## src/rtl/ahb_lite_bus_n.sv

```systemverilog
// ahb_lite_bus_n: AHB-lite interconnect for one master and NS slaves.
//
// The address field HADDR[DEC_HI:DEC_LO] is decoded to a one-hot HSEL. When
// several slaves match, the lowest index wins. The owner of the data phase is
// registered on every HREADY=1 edge, and HRDATA/HREADY/HRESP are multiplexed
// back to the master from that owner.
//
// Two extra functions are built in:
//   * a default slave that answers unmapped accesses with a two-cycle ERROR;
//   * a wait-state watchdog that forces a two-cycle ERROR, and pulses
//     timeout_irq, when a slave holds HREADY low for TIMEOUT cycles.
//
// Ports:
//   HCLK, HRESET         clock; synchronous active-high reset
//   HADDR, HTRANS        master address-phase signals
//   HREADY, HRDATA,      response to the master (HREADY also goes to the slaves)
//   HRESP
//   HSEL                 one-hot slave select; not gated by HTRANS
//   HREADY_S, HRDATA_S,  per-slave responses; slave i occupies slice i
//   HRESP_S
//   timeout_irq          one-cycle pulse when the watchdog fires
//   err_addr, err_src    address and cause of the last ERROR-terminated
//                        transfer (err_src: 0 = unmapped, 1 = timeout)
module ahb_lite_bus_n #(
  parameter int NS      = 6,
  parameter int DW      = 32,
  parameter int DEC_HI  = 31,
  parameter int DEC_LO  = 24,
  parameter logic [NS*(DEC_HI-DEC_LO+1)-1:0] SLV_BASE = '0,
  parameter int TIMEOUT = 255
) (
  input  logic             HCLK,
  input  logic             HRESET,
  input  logic [31:0]      HADDR,
  input  logic [1:0]       HTRANS,
  output logic             HREADY,
  output logic [DW-1:0]    HRDATA,
  output logic             HRESP,
  output logic [NS-1:0]    HSEL,
  input  logic [NS-1:0]    HREADY_S,
  input  logic [NS*DW-1:0] HRDATA_S,
  input  logic [NS-1:0]    HRESP_S,
  output logic             timeout_irq,
  output logic [31:0]      err_addr,
  output logic             err_src
);

  localparam int FW = DEC_HI - DEC_LO + 1;
  localparam int IW = (NS > 1) ? $clog2(NS) : 1;
  // The counter keeps at least one bit so that TIMEOUT=0 still elaborates.
  localparam int CW = (TIMEOUT > 0) ? $clog2(TIMEOUT + 1) : 1;
  localparam logic [CW-1:0] TMO = CW'(TIMEOUT);

  typedef enum logic [1:0] {ST_IDLE = 2'd0, ST_ERR1 = 2'd1, ST_ERR2 = 2'd2} state_e;
  typedef enum logic [1:0] {OWN_NONE = 2'd0, OWN_SLV = 2'd1, OWN_DEF = 2'd2} owner_e;

  state_e          state_q, state_d;
  owner_e          own_q, own_d;
  logic [IW-1:0]   idx_q, idx_d;
  logic [31:0]     addr_q, addr_d;
  logic [CW-1:0]   cnt_q, cnt_d;
  logic            irq_q, irq_d;
  logic [31:0]     err_addr_q, err_addr_d;
  logic            err_src_q, err_src_d;

  logic            hit_s;
  logic [IW-1:0]   hit_idx_s;
  logic            match_s;
  logic            def_s;
  logic            fire_s;
  logic            unused_s;

  assign unused_s = HTRANS[0];

  // Priority decode: the first matching slice claims HSEL; later matches are masked.
  always_comb begin
    HSEL      = '0;
    hit_s     = 1'b0;
    hit_idx_s = '0;
    match_s   = 1'b0;
    for (int i = 0; i < NS; i++) begin
      match_s   = (HADDR[DEC_HI:DEC_LO] == SLV_BASE[i*FW +: FW]);
      HSEL[i]   = match_s & ~hit_s;
      hit_idx_s = (match_s && !hit_s) ? IW'(i) : hit_idx_s;
      hit_s     = hit_s | match_s;
    end
  end

  // Response mux; the error states override whatever the owner is driving.
  always_comb begin
    HREADY = 1'b1;
    HRESP  = 1'b0;
    HRDATA = '0;
    case (state_q)
      ST_ERR1: begin
        HREADY = 1'b0;
        HRESP  = 1'b1;
      end
      ST_ERR2: begin
        HREADY = 1'b1;
        HRESP  = 1'b1;
      end
      default: begin
        case (own_q)
          OWN_SLV: begin
            HREADY = HREADY_S[idx_q];
            HRESP  = HRESP_S[idx_q];
            HRDATA = HRDATA_S[int'(idx_q)*DW +: DW];
          end
          default: begin
            HREADY = 1'b1;
            HRESP  = 1'b0;
            HRDATA = '0;
          end
        endcase
      end
    endcase
  end

  // The watchdog fires when the count has reached TIMEOUT and the slave is still stalling.
  assign def_s  = HTRANS[1] & ~hit_s;
  assign fire_s = (TIMEOUT > 0) && (state_q == ST_IDLE) && (own_q == OWN_SLV) &&
                  !HREADY && (cnt_q == TMO);

  // Next-state logic: owner/address capture, watchdog count, and the error FSM.
  always_comb begin
    own_d      = HREADY ? (!HTRANS[1] ? OWN_NONE : (hit_s ? OWN_SLV : OWN_DEF)) : own_q;
    idx_d      = HREADY ? hit_idx_s : idx_q;
    addr_d     = HREADY ? HADDR : addr_q;
    // The count saturates at TIMEOUT and never wraps.
    cnt_d      = HREADY ? '0 :
                 ((state_q == ST_IDLE) && (own_q == OWN_SLV) && (cnt_q != TMO)) ?
                 cnt_q + 1'b1 : cnt_q;
    state_d    = state_q;
    irq_d      = 1'b0;
    err_addr_d = err_addr_q;
    err_src_d  = err_src_q;
    case (state_q)
      ST_IDLE: begin
        if (HREADY && def_s) begin
          state_d    = ST_ERR1;
          err_addr_d = HADDR;
          err_src_d  = 1'b0;
        end else if (fire_s) begin
          state_d    = ST_ERR1;
          irq_d      = 1'b1;
          err_addr_d = addr_q;
          err_src_d  = 1'b1;
        end else begin
          state_d    = ST_IDLE;
        end
      end
      ST_ERR1: begin
        state_d = ST_ERR2;
      end
      ST_ERR2: begin
        // HREADY is high here, so the owner reloads; an unmapped follow-on goes straight back to ERR1.
        if (def_s) begin
          state_d    = ST_ERR1;
          err_addr_d = HADDR;
          err_src_d  = 1'b0;
        end else begin
          state_d    = ST_IDLE;
        end
      end
      default: begin
        state_d = ST_IDLE;
      end
    endcase
  end

  // State registers; the synchronous reset dominates every other event.
  always_ff @(posedge HCLK) begin
    if (HRESET) begin
      state_q    <= ST_IDLE;
      own_q      <= OWN_NONE;
      idx_q      <= '0;
      addr_q     <= '0;
      cnt_q      <= '0;
      irq_q      <= 1'b0;
      err_addr_q <= '0;
      err_src_q  <= 1'b0;
    end else begin
      state_q    <= state_d;
      own_q      <= own_d;
      idx_q      <= idx_d;
      addr_q     <= addr_d;
      cnt_q      <= cnt_d;
      irq_q      <= irq_d;
      err_addr_q <= err_addr_d;
      err_src_q  <= err_src_d;
    end
  end

  assign timeout_irq = irq_q;
  assign err_addr    = err_addr_q;
  assign err_src     = err_src_q;

endmodule

```

## config.mk

```make
export PLATFORM = sky130hd
export DESIGN_NAME = ahb_lite_bus_n
export DESIGN_NICKNAME = d
export VERILOG_FILES = /design/src/rtl/ahb_lite_bus_n.sv
export SDC_FILE = /design/constraint.sdc
export NUM_CORES = 1
export LEC_CHECK = 0
export ABC_AREA = 0
export BUFFER_PORTS_ARGS = -buffer_cell sky130_fd_sc_hd__buf_2
export CORE_AREA = 5 5 119 121
export CTS_CLUSTER_DIAMETER = 50
export DETAILED_ROUTE_END_ITERATION = 8
export DIE_AREA = 0 0 124 126
export SETUP_SLACK_MARGIN = 0.05
export SKIP_CTS_REPAIR_TIMING = 1
export SYNTH_ARGS = -nofsm -noshare
export SYNTH_HDL_FRONTEND = slang
export SYNTH_SLANG_ARGS = --single-unit
export TNS_END_PERCENT = 5
```

## constraint.sdc

```tcl
create_clock -name HCLK -period 4.33 [get_ports HCLK]
set_input_delay 0.866 -clock HCLK [delete_from_list [all_inputs] [get_ports HCLK]]
set_output_delay 0.866 -clock HCLK [all_outputs]
set_load 0.005 [all_outputs]
```

# Word-level counts from Yosys, hierarchy flattened
# Cells that the tools add are included.
# Widths: inputs -> output; s select.
# classes
add_sub_neg	1
n_eq_ne	7
mux	21
bitwise_logic	3
reduce_logical	13
# ops
op	n
$mux 32	5
$pmux 32 s2	1
$mux 1	10
$add 8x1->8 const B	1
$eq 8x8->1 const B	1
$logic_not 8->1	1
$ne 8x8->1 const B	1
$pmux 2 s3	1
$logic_and 1x1->1	5
$eq 2x1->1 const B	2
$mux 2	2
$pmux 1 s2	2
$reduce_or 2->1	2
$ne 3x2->1 const B	1
$reduce_and 3->1	1
$reduce_or 3->1	1
$eq 2x2->1 const B	1
$logic_not 2->1	1
$ne 2x2->1 const B	1
$not 1->1	2
$reduce_bool 2->1	1
$and 1x1->1	1
$logic_not 1->1	1
# totals
ff_bits	78
input_bits	240
out_inout_bits	74
wordCells	52

# Longest topological paths before layout
# Gate-level depths: netlist of run 1.
# logic_depth
word_depth	9
ltp_mapped	10
depth_no_buf	7

# Worst setup path after synthesis of run 1
# No wires, ideal clock.
# synth_path
path_kind	input -> output
start	input port HREADY_S[0]
end	output port HREADY
t_arrival_ps	2016
t_required_ps	3464
setup_slack_ps	1448
path_stages	5
n_path_buf	2
cell_sequence	or3b_1 > o21ai_1 > clkbuf_1 > inv_2 > clkbuf_1
# synth_via
elab_chain_cells	2
# synth_rtl
element	line	source
start: declaration	40	input logic [NS-1:0] HREADY_S,
$mux 1	104	case (own_q)
$pmux 1 s2	94	case (state_q)
end: declaration	36	output logic HREADY,
# Every way passes these cells.

# Worst setup path in the final report of run 1
# layout_path
start	register state_q[0]
end	register err_addr_q[9], in the netlist err_addr[9]
# layout_via
elab_chain_cells	7
elab_cells_between_ends	15
cone_classes	4 x eq/ne; 3 x mux; 8 x reduce/logical
# layout_rtl
element	line	source
start: declaration	57	state_e state_q, state_d;
start signal: assignment	184	state_q <= state_d;
$eq 2x2->1 / $eq 2x1->1 (equally long branches)	94, 138	
$pmux 1 s2	94	
$logic_not 1->1	123	!HREADY && (cnt_q == TMO);
$logic_and 1x1->1	122	assign fire_s = (TIMEOUT > 0) && (state_q == ST_IDLE) && (own_q == OWN_SLV) &&
$logic_and 1x1->1	123	
$ne 3x2->1 (no line)	n/a	
$reduce_and 3->1 (no line)	n/a	
end signal: assignment	190	err_addr_q <= err_addr_d;
end: declaration	63	logic [31:0] err_addr_q, err_addr_d;
# Parallel ways exist; a longest one is shown, timed or not.
# A chain may end at the register's enable or synchronous reset.

==> results of run 1 <==
## cells in the mapped netlist, drive strengths merged (2+ instances only)
cell type / n / share of area, %
mux2i: 34 / 9.4
nand3b: 2 / 0.42
buf: 16 / 4.1
nand4: 2 / 0.35
and2: 33 / 5.7
nand3: 2 / 0.28
nand2: 69 / 7.2
a21oi: 68 / 9.4
ha: 5 / 1.7
o21ai: 5 / 0.90
clkbuf: 24 / 2.5
and3: 2 / 0.35
xor2: 4 / 0.97
xnor2: 2 / 0.49
a211oi: 32 / 6.7
nand2b: 2 / 0.35
dfxtp: 78 / 43
nor2: 12 / 1.2
inv: 5 / 0.52
or4: 2 / 0.62
## routing by layer
metal  vias up  GRT usage, %  share of wire (%)
li1       1651             -                  -
met1      1534          15.8                 42
met2       151          20.9                 45
met3         9          4.98                 11
met4         0          5.28                2.3
met5         -             0                  0
## logic make-up (layout without fill, tap and decap cells)
family,Yosys count,after routing,synth area share (%)
xor gates and xnor gates,6,6,1.46
muxes,34,34,9.42
other,1,5,0.104
adders and majority gates,5,5,1.73
and+or+nand+nor,135,135,18.4
AOI/OAI and AO/OA,111,111,18.6
buffers and inverters,45,162,7.07
DFF,78,78,43.2
## worst paths after layout
kind	cells past startpoint	end
setup / recovery	8	err_addr[9]$_SDFFE_PP0P_
hold / removal	2	addr_q[14]$_SDFFE_PP0P_
setup reg to reg	8	err_addr[9]$_SDFFE_PP0P_
hold reg to reg	2	addr_q[14]$_SDFFE_PP0P_
## worst register-to-register path: stages, from the launching register on
cell and delay (ns):
dfxtp_1 0.37, inv_1 0.08, ha_1 0.44, mux2i_1 0.22
nand4b_1 0.27, a31oi_4 0.89, and2_1 0.63, buf_4 0.37
a211oi_1 0.12
## registers in the layout, indices dropped and copies added, names as in the netlist
signal	flops
err_src	1
state_q	2
cnt_q	8
own_q	2
timeout_irq	1
addr_q	32
err_addr	32
## cell type report
type	instances	area [µm²]	area share (%)
clock buffer	11	233	4.96
clock inverter	5	106	2.27
inverter	5	18.8	0.400
multi-input combinational	296	1840	39.1
sequential	78	1560	33.3
tap	176	220	4.69
timing repair buffer	141	716	15.3
## metrics by stage
step | total power, mW | area (µm²)
finish | 2.09 | 4690
global route | 2.20 | 4690
CTS | 2.13 | 4690
detailed placement | 1.26 | 4350
global placement | 1.25 | 4350
floorplan | 1.12 | 3630
## where the power goes
group	switching, mW	internal [mW]	total, mW
sequential	0.0367	0.795	0.832
combinational	0.236	0.164	0.400
clock	0.294	0.566	0.860
total	0.566	1.52	2.09
==> results_dict.tcl, run 1 <==
set metrics [dict create \
    cp_num_buf_inv 2 \
    die_h_um 126 \
    ys_types 42 \
    place.gp.congestion 0.927 \
    fin_ws_ns 0.815 \
    utilization_pct 36.1 \
    final_cell_mix "137 x buf_2, 78 x dfxtp_1, 69 x nand2_1" \
    io_pins 314 \
    nets 776 \
    slew_violations 0 \
    yosys_warnings 0 \
    synth-seq-area-share_pct 43.2 \
    numCtsBuffers 9 \
    dp_worst_setup_slack_ns 0.651 \
    drt_iter0_drc 138 \
    fin_crit_ns 3.52 \
    path_class "reg -> reg" \
    cp-start-kind "flop" \
    synth_area_mm2 0.00361 \
    drc_errors 0 \
    place_hpwl_um 7340 \
    drive_gt1_share_pct 30.8 \
    grt_pass1_wl_um 16200 \
    cts_tree "done" \
    vias 3345 \
    cp_cell_sequence "inv_1, ha_1, mux2i_1, nand4b_1, a31oi_4, and2_1, buf_4, a211oi_1" \
    synth_edf_count 0 \
    hold-worst-slack_ns 0.451 \
    cp.arrival_ns 3.70 \
    synth_area_per_cell_um2 8.70 \
    area_growth_pct 29.9 \
    worstPathRequired_ns 4.52 \
    power_leakage_nw 2.16 \
    netlist_instances 415 \
    r2r-start "state_q[0]$_SDFF_PP0_" \
    clock_latency_ns 0.33 \
    cp_top_family "compound AO/OA/AOI/OAI gates" \
    place_inst 696 \
    setup_viol 0 \
    hold_start "addr_q[14]$_SDFFE_PP0P_" \
    antenna_found_initial 0 \
    worstHoldPathType "reg -> reg" \
    die_area_mm2 0.0156 \
    rows 42 \
    regToRegSetupSlack_ns 0.81 \
    skew_ns 0.00774 \
    fin_setup_tns_ns 0 \
    cts_root_buf "clkbuf_16" \
    synth_ff_type "dfxtp_1" \
    wire_per_inst_um 14.4 \
    die_w_um 124 \
    fmax_mhz 284 \
    rsz0062_at_grt "false" \
    htreeDepth 3 \
    worst_setup_path_end_kind "flop" \
    stdcell_count 712 \
    dr.pass1.iters 5 \
    maxCapViolCount 0 \
    grt_start_max_net_pins 41 \
    slowest_delay_ns 0.89 \
    grt_pass1_vias 3319 \
    ir_drop_v 0.000188 \
    startpoint "state_q[0]$_SDFF_PP0_" \
    detail-route-antenna-nets 0 \
    grtUsageTotal_pct 13.1 \
    timing.final.crit_share_pct 81.2 \
    critPathMaxFanout 34 \
    outcome "finished, final reports clean" \
    overflow 0 \
    totalWireLength_um 10300 \
    slew_headroom_pct 24.1 \
    hold_viol 0 \
    synth-seq-cells 78 \
    cts.reportedPaths.clkPinSlew_ns 0.06 \
    cts_max_path_buffers 2 \
    cts.sinks 78 \
    p_per_area_mw_per_mm2 446 \
    start_util_pct 27.8 \
    core_mm2 0.0130 \
    num_antenna_cells 0 \
    worstMarginPinSlew_ns 1.13 \
    nFillCells 1375 \
    vias_per_cell 4.70 \
    async_flop_share_pct 0 \
    io_buffer_count 137 \
    layout_commonest_cell "buf_2" \
    crit_slowest_cell "a31oi_4" \
]
No activity file was read; power rests on OpenSTA's default activity.
==> run 2, diff against run 1 <==
- ABC_AREA: 0 -> 1
- CORE_AREA: 5 5 119 121 -> 5 5 118 120
- DIE_AREA: 0 0 124 126 -> 0 0 123 125
- PLACE_DENSITY: unset -> 0.66
- clock period: 4.33 -> 3.4 ns (I/O delays scaled with it)
==> results_dict.tcl, run 2 <==
set metrics [dict create \
    outcome "finished, final reports clean" \
    place_inst 921 \
    drt_iter0_drc 249 \
    power.switching_uw 821 \
    wire_per_inst_um 11.0 \
    io_pins 314 \
    stdcell_count 937 \
    cts.sinks 78 \
    maxCapViolCount 0 \
    synth_area_leader_cell "dfxtp_1" \
    utilization_pct 39.0 \
    hold-worst-slack_ns 0.481 \
    htreeDepth 3 \
    overflow 0 \
    postLayoutCellArea_mm2 0.00502 \
    setup_viol 0 \
    place_hpwl_um 6970 \
    skew_ns 0.00588 \
    synth_area_mm2 0.00395 \
    critPathMaxFanout 18 \
    grtUsageTotal_pct 13.3 \
    synth-seq-cells 78 \
    nets 1001 \
    placed_area_mm2 0.00470 \
    cts_root_buf "clkbuf_16" \
    grt_pass1_wl_um 16800 \
    grt_pass1_vias 3657 \
    synth-seq-area-share_pct 39.6 \
    drc_errors 0 \
    num_antenna_cells 0 \
    core_mm2 0.0129 \
    p_seq_share_pct 40.1 \
    drive_gt1_share_pct 22.1 \
    grt_start_max_net_pins 65 \
    synthTopCellsByCount "174 x nor2_1, 153 x nand2_1, 82 x inv_1" \
    synth_edf_count 0 \
    fmax_mhz 371 \
    vias_per_cell 4.16 \
    detail-route-antenna-nets 0 \
    io_buffer_count 137 \
    path_class "reg -> out" \
    cts_tree "done" \
    total_power_mw 2.75 \
    power_leakage_nw 2.84 \
    clock_latency_ns 0.32 \
    rsz0062_at_grt "false" \
    timing.final.crit_share_pct 79.3 \
    dp_worst_setup_slack_ns 0.628 \
    yosys_warnings 0 \
    start_util_pct 30.7 \
    cp-start-kind "flop" \
    area_growth_pct 27.2 \
    netlist_instances 636 \
    synth_ff_type "dfxtp_1" \
    p_per_area_mw_per_mm2 547 \
    clkPwrFrac_pct 37.0 \
    dr.pass1.iters 5 \
    fin_ws_ns 0.705 \
    p_comb_share_pct 22.9 \
    synth_top_area_share_pct 39.6 \
    die_h_um 125 \
    fin_setup_tns_ns 0 \
    synth_area_per_cell_um2 6.20 \
    fin_crit_ns 2.70 \
    rows 42 \
    async_flop_share_pct 0 \
    totalWireLength_um 10300 \
    worstMarginPinSlew_ns 0.672 \
    ys_types 27 \
    yosysMostFrequentCell "nor2_1" \
    hold_viol 0 \
    numCtsBuffers 9 \
    final_cell_mix "174 x nor2_1, 153 x nand2_1, 137 x buf_2" \
    vias 3902 \
    place.gp.congestion 0.777 \
    ir_drop_v 0.000270 \
    worstPathRequired_ns 2.72 \
    slew_headroom_pct 55.0 \
    cp.arrival_ns 2.02 \
    slew_violations 0 \
    antenna_found_initial 0 \
    netSwitchingFraction_pct 29.9 \
    layout_commonest_cell "nor2_1" \
    cts.reportedPaths.clkPinSlew_ns 0.06 \
    die_area_mm2 0.0154 \
    worstHoldPathType "reg -> reg" \
    power.internal_mw 1.93 \
    die_w_um 123 \
    cts_max_path_buffers 2 \
    synthTopCellsByArea "dfxtp_1 40%, nor2_1 17%, nand2_1 15%, inv_1 7.8%, nand3_1 4.9%" \
    worst_setup_path_end_kind "primary output" \
]
run 2: cells by family (layout without fill, tap and decap cells):
kind of cell / Yosys count / after routing / share of synthesized area, %
AO/OA/AOI/OAI: 49 / 49 / 6.25
XOR/XNOR: 3 / 3 / 0.666
adder cells (fa/ha/maj): 5 / 5 / 1.59
buffers and inverters: 121 / 242 / 13.1
flip-flops: 78 / 78 / 39.6
other: 1 / 5 / 0.0950
AND/OR/NAND/NOR: 379 / 379 / 38.7
run 2: power groups by stage:
stage / sequential, mW / clock [mW] / combinational [mW]
floorplan: 1.12 / 0 / 0.446
global placement: 1.12 / 0 / 0.635
detailed placement: 1.12 / 0 / 0.638
CTS: 1.10 / 1.05 / 0.642
global route: 1.11 / 1.08 / 0.740
finish: 1.10 / 1.02 / 0.629
run 2: final timing paths:
kind / slack, ns / start / cells past startpoint / endpoint
worst max-delay path: 0.70 / state_q[0]$_SDFF_PP0_ / 7 / HRDATA[0]
worst min register to register: 0.48 / addr_q[31]$_SDFFE_PP0P_ / 2 / addr_q[31]$_SDFFE_PP0P_
worst min-delay path: 0.48 / addr_q[31]$_SDFFE_PP0P_ / 2 / addr_q[31]$_SDFFE_PP0P_
worst max register to register: 0.79 / state_q[0]$_SDFF_PP0_ / 11 / err_addr[21]$_SDFFE_PP0P_
run 2: routing by layer:
metal | up-vias | routed length (µm) | global-route usage, %
met1 | 1633 | 4760 | 16.6
li1 | 2131 | - | -
met5 | - | 0 | 0
met2 | 136 | 4630 | 22.5
met4 | 0 | 48 | 3.52
met3 | 2 | 874 | 3.88
run 2: layout make-up:
class,count,area (µm²)
fillers,1405,7860
multi-input cells,441,1880
flip-flops and latches,78,1560
repair buffers,142,723
inverters,84,315
clock buffers,11,233
well taps,176,220
clock inverters,5,83.8
run 2: worst max-delay path, cell delays in order (launching register included):
cell,delay (ns)
dfxtp_1,0.35
inv_1,0.07
ha_1,0.33
inv_1,0.08
nand2_1,0.31
buf_4,0.32
nor2_1,0.10
buf_2,0.12
